### src/rtl/game_countdown_timer.sv
// rtl/game_countdown_timer.sv - BCD SS.t round countdown driven by an external 100 ms tick (optional warn: TIMER_WARN_EN)
module game_countdown_timer #(
    parameter logic [7:0] INIT_SEC = 8'h30,
    parameter logic [7:0] WARN_SEC = 8'h05
) (
    input  logic       clk,
    input  logic       rst,
    input  logic       i_start,
    input  logic       i_pause,
    input  logic       i_load,
    input  logic [7:0] i_load_sec,
    input  logic       i_tick_100ms,
    output logic       o_tick_en,
    output logic [3:0] o_sec_tens,
    output logic [3:0] o_sec_ones,
    output logic [3:0] o_tenths,
    output logic       o_running,
    output logic       o_timeout,
    output logic       o_done,
    output logic       o_warn
);

    localparam logic [1:0] S_IDLE    = 2'd0;
    localparam logic [1:0] S_RUN     = 2'd1;
    localparam logic [1:0] S_PAUSED  = 2'd2;
    localparam logic [1:0] S_EXPIRED = 2'd3;

    logic [1:0] r_state;
    logic [1:0] w_next_state;
    logic [3:0] r_tens, r_ones, r_tenths;
    logic [3:0] w_tens_nxt, w_ones_nxt, w_tenths_nxt;
    logic       r_timeout;

    logic [3:0] w_load_tens, w_load_ones;
    logic [3:0] w_dec_tens, w_dec_ones, w_dec_tenths;
    logic       w_digits_zero;
    logic       w_dec_zero;
    logic       w_tick_taken;

    // Out-of-range BCD nibbles saturate to 9 so the counter never holds an illegal digit
    assign w_load_tens = (i_load_sec[7:4] > 4'd9) ? 4'd9 : i_load_sec[7:4];
    assign w_load_ones = (i_load_sec[3:0] > 4'd9) ? 4'd9 : i_load_sec[3:0];

    assign w_digits_zero = (r_tens == 4'd0) && (r_ones == 4'd0) && (r_tenths == 4'd0);
    assign w_dec_zero    = (r_tens == 4'd0) && (r_ones == 4'd0) && (r_tenths == 4'd1);
    assign w_tick_taken  = (r_state == S_RUN) && !i_pause && i_tick_100ms;

    // One-tenth BCD decrement with borrow ripple tenths -> ones -> tens
    always_comb begin
        w_dec_tenths = r_tenths - 4'd1;
        w_dec_ones   = r_ones;
        w_dec_tens   = r_tens;
        if (r_tenths == 4'd0) begin
            w_dec_tenths = 4'd9;
            w_dec_ones   = r_ones - 4'd1;
            if (r_ones == 4'd0) begin
                w_dec_ones = 4'd9;
                w_dec_tens = r_tens - 4'd1;
            end
        end
    end

    // State register
    always_ff @(posedge clk) begin
        if (!rst) begin
            r_state <= S_IDLE;
        end else begin
            r_state <= w_next_state;
        end
    end

    // Next-state: load > pause > start > tick; RUN ignores load/start
    always_comb begin
        w_next_state = r_state;
        case (r_state)
            S_IDLE, S_PAUSED: begin
                if (i_load) begin
                    w_next_state = r_state;
                end else if (i_pause) begin
                    w_next_state = r_state;
                end else if (i_start) begin
                    w_next_state = w_digits_zero ? S_EXPIRED : S_RUN;
                end
            end
            S_RUN: begin
                if (i_pause) begin
                    w_next_state = S_PAUSED;
                end else if (i_tick_100ms && w_dec_zero) begin
                    w_next_state = S_EXPIRED;
                end
            end
            S_EXPIRED: begin
                if (i_load) begin
                    w_next_state = S_IDLE;
                end
            end
            default: w_next_state = S_IDLE;
        endcase
    end

    // Outputs decoded straight from state so they track it with no extra latency
    always_comb begin
        o_tick_en = 1'b0;
        o_running = 1'b0;
        o_done    = 1'b0;
        case (r_state)
            S_RUN: begin
                o_tick_en = 1'b1;
                o_running = 1'b1;
            end
            S_EXPIRED: o_done = 1'b1;
            default: ;
        endcase
    end

    // Next digit values: load outside RUN, decrement on an accepted tick in RUN
    always_comb begin
        w_tens_nxt   = r_tens;
        w_ones_nxt   = r_ones;
        w_tenths_nxt = r_tenths;
        if (r_state != S_RUN && i_load) begin
            w_tens_nxt   = w_load_tens;
            w_ones_nxt   = w_load_ones;
            w_tenths_nxt = 4'd0;
        end else if (w_tick_taken) begin
            w_tens_nxt   = w_dec_tens;
            w_ones_nxt   = w_dec_ones;
            w_tenths_nxt = w_dec_tenths;
        end
    end

    // Digit registers and the single-cycle timeout pulse on entry to EXPIRED
    always_ff @(posedge clk) begin
        if (!rst) begin
            r_tens    <= INIT_SEC[7:4];
            r_ones    <= INIT_SEC[3:0];
            r_tenths  <= 4'd0;
            r_timeout <= 1'b0;
        end else begin
            r_tens    <= w_tens_nxt;
            r_ones    <= w_ones_nxt;
            r_tenths  <= w_tenths_nxt;
            r_timeout <= (w_next_state == S_EXPIRED) && (r_state != S_EXPIRED);
        end
    end

`ifdef TIMER_WARN_EN
    logic r_warn;

    // Warn registered alongside the digits; packed BCD compares correctly as binary
    always_ff @(posedge clk) begin
        if (!rst) begin
            r_warn <= 1'b0;
        end else begin
            r_warn <= ((w_next_state == S_RUN) || (w_next_state == S_PAUSED)) &&
                      ({w_tens_nxt, w_ones_nxt} < WARN_SEC);
        end
    end

    assign o_warn = r_warn;
`else
    assign o_warn = 1'b0;
`endif

    assign o_sec_tens = r_tens;
    assign o_sec_ones = r_ones;
    assign o_tenths   = r_tenths;
    assign o_timeout  = r_timeout;

endmodule

### config.mk
export PLATFORM = sky130hd
export DESIGN_NAME = game_countdown_timer
export DESIGN_NICKNAME = d
export VERILOG_FILES = /design/src/rtl/game_countdown_timer.sv
export SDC_FILE = /design/constraint.sdc
export NUM_CORES = 1
export LEC_CHECK = 0
export ABC_AREA = 1
export BUFFER_PORTS_ARGS = -buffer_cell sky130_fd_sc_hd__buf_4
export CORE_ASPECT_RATIO = 0.8
export CORE_MARGIN = 10
export CORE_UTILIZATION = 53
export CTS_BUF_LIST = sky130_fd_sc_hd__clkbuf_2 sky130_fd_sc_hd__clkbuf_4 sky130_fd_sc_hd__clkbuf_8
export DETAILED_ROUTE_END_ITERATION = 8
export GPL_TIMING_DRIVEN = 0
export PLACE_DENSITY = 0.8
export SLEW_MARGIN = 20
export SYNTH_ARGS = -nofsm -noshare
export SYNTH_HDL_FRONTEND = slang
export SYNTH_SLANG_ARGS = --single-unit
### constraint.sdc
create_clock -name clk -period 1.4 [get_ports clk]
set_input_delay 0.28 -clock clk [delete_from_list [all_inputs] [get_ports clk]]
set_output_delay 0.28 -clock clk [all_outputs]
set_load 0.01 [all_outputs]
Word-level counts from Yosys, hierarchy flattened. Index checks and enable logic that the tools add are counted.

Output and inout port bits: 17. Bits of input ports: 14. Flip-flop bits (word level): 15.

Order comparisons: 2. Equality and inequality tests: 7. Add/subtract/negate cells: 3. Mux-type cells: 21. Bitwise logic cells: 1. Reductions and logical operators: 20.

Operators by type and width (count): 4-bit 2-to-1 mux (11); 2-bit 2-to-1 mux (7); 4-bit zero test (3); 4-bit by 1-bit subtractor with 4-bit output (second input constant) (3); 4-bit greater-than comparator (second input constant) (2); 1-bit logical AND (8); 2-bit == test (second input constant) (3); 2-bit case mux with 3 select lines (1); 2-bit nonzero test (3); 4-bit by 1-bit == test with 1-bit output (second input constant) (1); 2-bit OR reduction (2); 3-bit AND reduction (1); 2-bit by 1-bit == test with 1-bit output (second input constant) (1); 2-bit zero test (1); 1-bit 2-to-1 mux (2); 2-bit by 1-bit inequality test with 1-bit output (second input constant) (1); 2-bit inequality test (second input constant) (1); 2-bit AND reduction (1); 1-bit zero test (1); 1-bit inverter (1).

Logic depth before layout (Yosys ltp). Gate-level depths: netlist of run 1.

Depth after elaboration: 10. Gate-level depth with buffers: 9. Mapped depth without buffers: 9.

Worst setup path before layout of run 1. OpenSTA, ideal clock, no wires.

Path kind: reg2reg. From: register r_tens[0] (netlist: o_sec_tens[0]). To: register r_tens[1] (netlist: o_sec_tens[1]). Required time: 1.280 ns. Cell stages (with the launch flop): 8. Setup slack: 0.263 ns. Path buffers: 0. Data arrival time: 1.017 ns. Cell sequence: dfxtp_1 > inv_1 > ha_1 > inv_1 > nand2_1 > o21ai_1 > nand3_1 > nand3_1.

Longest elaborated chain between the ends: 5.

Ends and longest elaborated chain: start: declaration (RTL line 30) `logic [3:0] r_tens, r_ones, r_tenths;`; start signal: assignment (RTL line 135) `r_tens <= INIT_SEC[7:4];`; start signal: assignment (RTL line 140) `r_tens <= w_tens_nxt;`; 4-bit by 1-bit subtractor with 4-bit output (RTL line 58) `w_dec_tens = r_tens - 4'd1;`; 4-bit 2-to-1 mux (RTL line 56) `if (r_ones == 4'd0) begin`; 4-bit 2-to-1 mux (RTL line 53) `if (r_tenths == 4'd0) begin`; 4-bit 2-to-1 mux (RTL line 125) `end else if (w_tick_taken) begin`; 4-bit 2-to-1 mux (RTL line 121) `if (r_state != S_RUN && i_load) begin`.

Every way passes these cells. The select of a mux whose other input is x is not followed. A chain may end at the register's enable or synchronous reset.

Final worst setup path of run 1.
From: register r_state[0]. To: output port o_tick_en.

Longest elaborated chain between the ends: 2.

Ends and longest elaborated chain: start: declaration (RTL line 28) `logic [1:0] r_state;`; start signal: assignment (RTL line 68) `r_state <= w_next_state;`; 2-bit by 1-bit == test with 1-bit output (RTL line 106) `case (r_state)`; 1-bit 2-to-1 mux (RTL line 106); end: declaration (RTL line 13) `output logic o_tick_en,`.

Every way passes these cells.

==> results of run 1 <==
==> power by group <==
| group | switching [mW] | internal, mW |
|---|---|---|
| combinational | 0.170 | 0.131 |
| clock | 0.148 | 0.130 |
| sequential | 0.0266 | 0.451 |
==> worst register-to-register path: cells and delay by family (launching register included) <==
family	cells	cell delay, ns
buffers and inverters	1	0.07
flip-flops	1	0.34
AND/OR/NAND/NOR	7	0.74
==> final timing paths <==
check,start,to,slack (ns),depth (start not counted)
max,r_state[0],o_tick_en,0.07,4
max reg2reg,r_state[1],o_sec_ones[2],0.13,8
min,i_tick_100ms,o_tenths[0],0.29,4
min reg2reg,o_sec_tens[1],o_sec_tens[1],0.51,2
==> what timing repair did <==
item / in CTS / in global routing
buffers inserted: 0 / 0
cloned: 0 / 0
resized for setup: 1 / 6
setup endpoints to repair: 1 / 7
==> kinds of logic after synthesis <==
family	count (synthesis)	synth area share [%]
flip-flops	15	29.0
adder cells (fa/ha/maj)	2	2.41
other	1	0.362
buffers and inverters	28	12.3
AND/OR/NAND/NOR	110	47.3
AO/OA/AOI/OAI	16	8.69
==> state kept, by name, indices dropped and copies added, names as in the netlist <==
register,count
o_sec_tens,4
o_timeout,1
r_state,2
o_sec_ones,4
o_tenths,4
==> routing by layer <==
| layer | track usage [%] | wire (um) |
|---|---|---|
| met2 | 24.3 | 1330 |
| met3 | 6.03 | 187 |
| met4 | 3.72 | 21 |
| met1 | 14.7 | 1260 |
| met5 | 0 | 0 |
==> stage by stage <==
| stage | worst slack (ns) | TNS, ns | std cells | hold slack [ns] | total power [mW] |
|---|---|---|---|---|---|
| 5_1_grt | -0.0293 | -0.0293 | 229 | 0.321 | 1.12 |
| 4_1_cts | 0.0211 | 0 | 229 | 0.299 | 1.05 |
| 3_5_place_dp | 0.0375 | 0 | 225 | 0.493 | 0.781 |
| 3_3_place_gp | 0.0579 | 0 | 225 | 0.478 | 0.774 |
| 2_1_floorplan | 0.263 | 0 | 172 | 0.468 | 0.668 |
| 6_report | 0.0703 | 0 | 229 | 0.293 | 1.06 |
==> placed cells by master, fill, tap and decap left out, types with 2 or more instances in the layout <==
cell	n
buf_4	31
nor2_1	23
ha_1	2
o21ai_1	2
nor2_4	2
nand2_2	3
nand3_1	20
o21a_1	2
nor2_2	4
nand2_1	49
a21oi_1	6
inv_1	23
clkbuf_4	4
o21ai_0	4
nand3b_1	2
buf_6	2
nand4_1	2
dfxtp_1	13
==> layout make-up <==
| class | count | area, sq um | area share, % |
|---|---|---|---|
| inverter | 24 | 90.1 | 6.76 |
| tap | 24 | 30.0 | 2.25 |
| clock buffer | 4 | 30.0 | 2.25 |
| timing repair buffer | 29 | 218 | 16.3 |
| buffer | 4 | 37.5 | 2.82 |
| sequential | 15 | 305 | 22.9 |
| multi-input combinational | 129 | 622 | 46.7 |
==> out/results.txt, run 1 <==
Ranking of synthesized cells by area - dfxtp_1 (29%), nand2_1 (18%), nand3_1 (9.7%)
Skew final - 0.00602 ns
Synthesized cell area - 1040 sq um
Slowest stage cell, crit path - dfxtp_4
Worst Path Arrival - 1.05 ns
Clock root buffer - clkbuf_4
TritonCTS clock tree - yes
Status - complete, no violations
Initial antenna violation count - 0
Clk Latency, worst-skew pair - 0.29 ns
Via density - 4.96
Final instance area - 1330 sq um
TritonRoute pass-1 iters - 4
DRC violations left - 0
Cell count after synthesis - 172
Avg Cell Area, Syn - 6.03 sq um
Layout cell share with drive strength beyond 1 - 25.4%
Num CTS Buffers - 3
Number of max-cap violations - 0
CP max FO - 4
I/O pin cnt - 31
Post-synth ARST share - 0%
# fillers - 162
Fin. Hold Viols - 0
FMAX - 0.752 GHz
Most instantiated library cell after synthesis - nand2_1
Data required, critical path - 1.12 ns
Clock Tree Buf Depth - 2
GRT Total Usage - 13.7%
CP max stage delay - 0.37 ns
Post-synth EDFFs - 0
LEAKAGE - 0.684 nW
Vias in the first global route - 1122
Setup Crit Path Kind - reg -> out
Final Cycle Share - 95.0%
DRT iter0 DRCs - 66
Peak VDD IR - 0.670 mV
Largest net degree at the start of global routing - 11
Ys flop type - dfxtp_1
Cts-stage hold buffer count - 0
Starting density of the core - 55.3%
Detail Placement HPWL - 2.25 mm
CTS clock-pin slew for the worst setup and hold paths - 0.09 ns
Synth cell types - 26
Antenna-violating nets left - 0
# setup viols final - 0
Final wirelength - 2.79 mm
DR vias - 1136
# diodes - 0
Power density cells - 793 nW/um^2
Cell Chain, Critical Path - inv_1, nor2_2, buf_4, buf_4
Core area - 1870 sq um
Wire per inst - 12.2 um
Die span in x - 69.5 um
Nets - 222
Full die area - 4140 sq um
Crit end category - primary output
Slew Limit Fails - 0
Synth warn - 0
Crit path buf inv count - 3
First-pass GRT wire length - 4.76 mm
Seq/Total Area, Yosys - 29.0%
P&R area growth vs syn - 28.5%
Class of the tightest hold or removal check - in -> reg
Standard-cell rows - 14
Top-area cell type share of the netlist area - 29.0%
Placer Congestion - 0.858
IO buf count - 29
Synthesized flop and latch total - 15
Time the worst path needs with I/O delays and setup - 1.33 ns
RSZ-0062 raised after global routing - true
Leading area contributor after synthesis - dfxtp_1
Htree depth - 1
Crit path launch type - flop
Grt total ovfl - 0
Cell family with most CP delay - flip-flops
Mapped Nets - 188
Most Frequent Cell on Critical Path - buf_4
Die height - 59.6 um
Placement Cell Area - 1280 sq um
Finished Core Util - 71.1%
Clock sink count - 15
Top cells by count, synth - nand2_1 (49), nor2_1 (26), inv_1 (23)
No activity file was read; power rests on OpenSTA's default activity.
==> run 2: changes to the inputs <==
--- a/config.mk
+++ b/config.mk
@@ -12,7 +12,8 @@
 export CORE_UTILIZATION = 53
 export CTS_BUF_LIST = sky130_fd_sc_hd__clkbuf_2 sky130_fd_sc_hd__clkbuf_4 sky130_fd_sc_hd__clkbuf_8
 export DETAILED_ROUTE_END_ITERATION = 8
-export GPL_TIMING_DRIVEN = 0
+export GPL_TIMING_DRIVEN = 1
+export MAX_ROUTING_LAYER = met4
 export PLACE_DENSITY = 0.8
 export SLEW_MARGIN = 20
 export SYNTH_ARGS = -nofsm -noshare
==> run 2 against run 1 <==
  * Setup slack got worse by 0.030 ns
  * Final cell count fell by 1.7%
  * Total power fell by 1.8%
  * Sequential share of layout area rose by 0.26 points
  * Worst hold slack got worse by 0.026 ns
  * Clock skew barely moved
  * Combinational power fell by 4%
  * Core utilization fell by 1.9 points
  * Sequential cell count did not move
==> out/results.txt, run 2 (same netlist as run 1, synthesis figures left out) <==
Placer Congestion - 0.911
Standard-cell rows - 14
Psw - 0.333 mW
LEAKAGE - 0.662 nW
Antenna-violating nets left - 0
Internal - 0.705 mW
R2r startpoint - r_state[0]
Clock root buffer - clkbuf_4
IO buf count - 29
Peak VDD IR - 0.787 mV
Time the worst path needs with I/O delays and setup - 1.36 ns
Setup Crit Path Kind - reg -> out
Share of power burned in registers - 46.3%
Starting density of the core - 55.3%
Detail Placement HPWL - 2.20 mm
Layout cell share with drive strength beyond 1 - 22.9%
Class of the tightest hold or removal check - in -> reg
CTS clock-pin slew for the worst setup and hold paths - 0.09 ns
Fin. Hold Viols - 0
Final Cycle Share - 97.2%
Total power - 1.04 mW
Largest net degree at the start of global routing - 19
Slew Limit Fails - 0
# setup viols final - 0
FMAX - 0.735 GHz
TritonRoute pass-1 iters - 4
Htree depth - 1
Grt total ovfl - 0
DR vias - 1128
Skew final - 0.00574 ns
Crit end category - primary output
Worst Path Arrival - 1.08 ns
GRT Total Usage - 13.0%
# diodes - 0
Clk Latency, worst-skew pair - 0.28 ns
Wire per inst - 12.2 um
Via density - 5.01
Num CTS Buffers - 3
Clock sink count - 15
P&R area growth vs syn - 25.0%
Clock power share - 25.9%
Die height - 59.6 um
Data required, critical path - 1.12 ns
Setup ws final - 0.0399 ns
Vias in the first global route - 1038
Die span in x - 69.5 um
CP max FO - 4
Crit path launch type - flop
Clock Tree Buf Depth - 2
DRC violations left - 0
Commonest non-fill, non-tap cells in the layout - nand2_1 (48), buf_4 (29), nor2_1 (25)
Initial antenna violation count - 0
Core area - 1870 sq um
Post-Place Worst Slack - 0.0626 ns
Worst setup path startpoint - r_state[0]
Cell Chain, Critical Path - inv_1, nor2_1, buf_4
Full die area - 4140 sq um
Proportion of power drawn by combinational gates - 27.8%
Number of max-cap violations - 0
TritonCTS clock tree - yes
HP Start - rst
First-pass GRT wire length - 4.44 mm
Slowest stage cell, crit path - dfxtp_1
Sw frac - 32.1%
Power density cells - 801 nW/um^2
Final wirelength - 2.74 mm
Cts-stage hold buffer count - 0
I/O pin cnt - 31
Status - complete, no violations
CP max stage delay - 0.42 ns
DRT iter0 DRCs - 52
Nets - 218
Commonest non-fill, non-tap cell in the layout - nand2_1
==> run 2: repair_timing <==
action                                 CTS  global route
endpoints found under the hold margin    0             0
gates resized for setup                  0             5
buffers inserted                         0             0
setup endpoints to repair                0             4
==> run 2: layout make-up <==
cell class / instances / area, sq um
Multi-Input combinational cell: 129 / 628
Fill cell: 158 / 578
Sequential cell: 15 / 300
Timing Repair Buffer: 29 / 218
Inverter: 24 / 90.1
Clock buffer: 4 / 30.0
Tap cell: 24 / 30.0
==> run 2: worst paths after layout <==
check | end | slack (ns) | cells after the start
setup / recovery | o_running | 0.04 | 3
hold / removal | o_sec_tens[1] | 0.27 | 2
setup reg to reg | o_sec_tens[2] | 0.09 | 5
hold reg to reg | o_tenths[3] | 0.51 | 2
==> run 2: stage by stage <==
step / utilization, % / hold slack, ns / TNS [ns] / cells / area (sq um)
global route: 69.2 / 0.259 / -0.00601 / 225 / 1300
finish: 69.2 / 0.267 / 0 / 225 / 1300
CTS: 68.2 / 0.259 / 0 / 225 / 1280
global placement: 66.6 / 0.484 / 0 / 221 / 1250
floorplan: - / 0.468 / 0 / 172 / 1040
detailed placement: 66.6 / 0.483 / 0 / 221 / 1250
==> run 2: power groups by stage <==
stage          Combinational [mW]  Sequential (mW)  Clock (mW)
5_1_grt                     0.327            0.485       0.298
6_report                    0.289            0.481       0.269
2_1_floorplan               0.175            0.493           0
4_1_cts                     0.284            0.477       0.274
3_3_place_gp                0.279            0.486           0
3_5_place_dp                0.283            0.487           0
==> run 2: worst max-delay path: cells and delay by family (launching register included) <==
kind	cells	cell delay [ns]
and+or+nand+nor	1	0.13
DFF	1	0.42
buffers and inverters	2	0.25
==> run 2: per-layer routing <==
metal	vias up	track usage (%)	part of all wire, %
met2	39	22.0	48
li1	591	-	-
met3	4	4.52	7.3
met1	494	14.6	44
met4	0	3.15	1.1
met5	-	-	0
==> run 3: changes to the inputs <==
--- a/config.mk
+++ b/config.mk
@@ -7,7 +7,6 @@
 export LEC_CHECK = 0
 export ABC_AREA = 1
 export BUFFER_PORTS_ARGS = -buffer_cell sky130_fd_sc_hd__buf_4
-export CORE_ASPECT_RATIO = 0.8
 export CORE_MARGIN = 10
 export CORE_UTILIZATION = 53
 export CTS_BUF_LIST = sky130_fd_sc_hd__clkbuf_2 sky130_fd_sc_hd__clkbuf_4 sky130_fd_sc_hd__clkbuf_8
==> run 3 against run 2 <==
  * Worst hold slack gained 0.0073 ns
  * Sequential share of layout area increased by 0.21 points
  * Sequential cell count stayed put
  * Critical path type is now reg -> reg
  * Combinational power is 2% higher
==> out/results.txt, run 3 (same netlist as run 1, synthesis figures left out) <==
# diodes - 0
Core area - 1780 sq um
Largest net degree at the start of global routing - 19
CP max FO - 4
R2r startpoint - o_sec_ones[1]
Final Cycle Share - 94.0%
Number of max-cap violations - 0
Wire per inst - 12.4 um
Initial antenna violation count - 0
Slew Limit Fails - 0
Die span in x - 64.2 um
Layout cell share with drive strength beyond 1 - 22.8%
Die height - 64.2 um
Placer Congestion - 0.926
Detail Placement HPWL - 2.29 mm
Fin. Hold Viols - 0
Num CTS Buffers - 3
Time the worst path needs with I/O delays and setup - 1.32 ns
Skew final - 0.00233 ns
Setup TNS - 0 ns
TritonRoute pass-1 iters - 4
Vias in the first global route - 1122
Slowest stage cell, crit path - dfxtp_1
Setup Crit Path Kind - reg -> reg
Via density - 5.15
Clock Tree Buf Depth - 2
Most Frequent Cell on Critical Path - nor2_1
Final wirelength - 2.83 mm
Peak VDD IR - 0.771 mV
WP depth - 6
Power density cells - 802 nW/um^2
Cell Chain, Critical Path - nor2_1, inv_1, nor2_1, nand3_1, o21bai_1, nor2_1
Class of the tightest hold or removal check - in -> reg
Worst Hold Path Cells - 2
Status - complete, no violations
Reg2reg end - o_sec_tens[2]
DRT iter0 DRCs - 40
Worst r2r path cells - 6
First-pass GRT wire length - 4.77 mm
Full die area - 4130 sq um
DR vias - 1169
Crit path launch type - flop
IO buf count - 29
Commonest non-fill, non-tap cells in the layout - nand2_1 (49), buf_4 (30), nor2_1 (25)
RSZ-0062 raised after global routing - false
TritonCTS clock tree - yes
CTS clock-pin slew for the worst setup and hold paths - 0.09 ns
I/O pin cnt - 31
Worst Hold Path EP - o_sec_tens[1]
Layout Cells excl Fill - 227
CP max stage delay - 0.34 ns
Antenna-violating nets left - 0
DP Cell Count - 223
Internal - 0.706 mW
Cell family with most CP delay - simple AND/OR/NAND/NOR gates
Crit end category - flop
Worst Path Arrival - 1.50 ns
Standard-cell rows - 15
Share of power burned in registers - 46.0%
Htree depth - 1
Clk Latency, worst-skew pair - 0.28 ns
Clock root buffer - clkbuf_4
Nets - 219
P&R area growth vs syn - 24.4%
GRT Total Usage - 14.1%
Crit path buf inv count - 1
FMAX - 0.760 GHz
DRC violations left - 0
Clock sink count - 15
Data required, critical path - 1.58 ns
Starting density of the core - 58.2%
Grt total ovfl - 0
Sw frac - 31.8%
Cts-stage hold buffer count - 0
Commonest non-fill, non-tap cell in the layout - nand2_1
Proportion of power drawn by combinational gates - 28.4%
Psw - 0.329 mW
Clock power share - 25.5%
LEAKAGE - 0.663 nW
# setup viols final - 0
HP Start - rst
R2R Setup Slk - 0.08 ns
==> run 3: changes by cell type in the layout (fill, tap and decap cells not counted), sizes merged <==
cell,delta
buf,+1
==> run 3: power by group through the flow <==
stage	Clock [mW]	Sequential, mW	Combinational [mW]
floorplan	0	0.493	0.175
global placement	0	0.483	0.285
detailed placement	0	0.486	0.291
CTS	0.274	0.476	0.293
global route	0.290	0.480	0.333
finish	0.264	0.477	0.294
==> run 3: area by class of cell <==
type / count / area (sq um)
Clock buffer: 4 / 30.0
Inverter: 24 / 90.1
Multi-Input combinational cell: 129 / 612
Fill cell: 158 / 493
Sequential cell: 15 / 302
Timing Repair Buffer: 30 / 225
Tap cell: 25 / 31.3
==> run 3: stage by stage <==
stage	power (mW)	worst slack [ns]	utilization, %	area [sq um]	hold WS [ns]
2_1_floorplan	0.668	0.263	-	1040	0.468
3_3_place_gp	0.769	0.153	70.5	1260	0.485
3_5_place_dp	0.777	0.0841	70.5	1260	0.492
4_1_cts	1.04	0.0342	72.1	1290	0.272
5_1_grt	1.10	0.00684	72.4	1290	0.272
6_report	1.04	0.0844	72.4	1290	0.274
==> run 3: worst max-delay path by stage <==
stage	from	end	slack [ns]
3_3_place_gp	i_pause	o_sec_ones[2]	0.15
3_5_place_dp	i_pause	o_sec_ones[2]	0.08
4_1_cts	r_state[0]	o_running	0.03
5_1_grt	r_state[1]	o_sec_tens[3]	0.007
2_1_floorplan	o_sec_tens[0]	o_sec_tens[1]	0.26
6_report	o_sec_ones[1]	o_sec_tens[2]	0.08
==> run 3: what timing repair did <==
item / in CTS / in global routing
setup buffers: 0 / 0
setup endpoints to repair: 0 / 3
gates resized for setup: 0 / 2
==> run 3: metal layers <==
layer | vias up | part of all wire (%) | track usage, %
li1 | 598 | - | -
met1 | 532 | 44 | 15.3
met2 | 35 | 50 | 24.9
met3 | 4 | 4.7 | 4.01
met4 | 0 | 0.96 | 2.94
met5 | - | 0 | -
==> run 3: worst reg2reg max path, cell delays in order (launching register included) <==
cell and delay (ns):
dfxtp_1 0.34, nor2_1 0.24, inv_1 0.09, nor2_1 0.15, nand3_1 0.16, o21bai_1 0.17, nor2_1 0.07
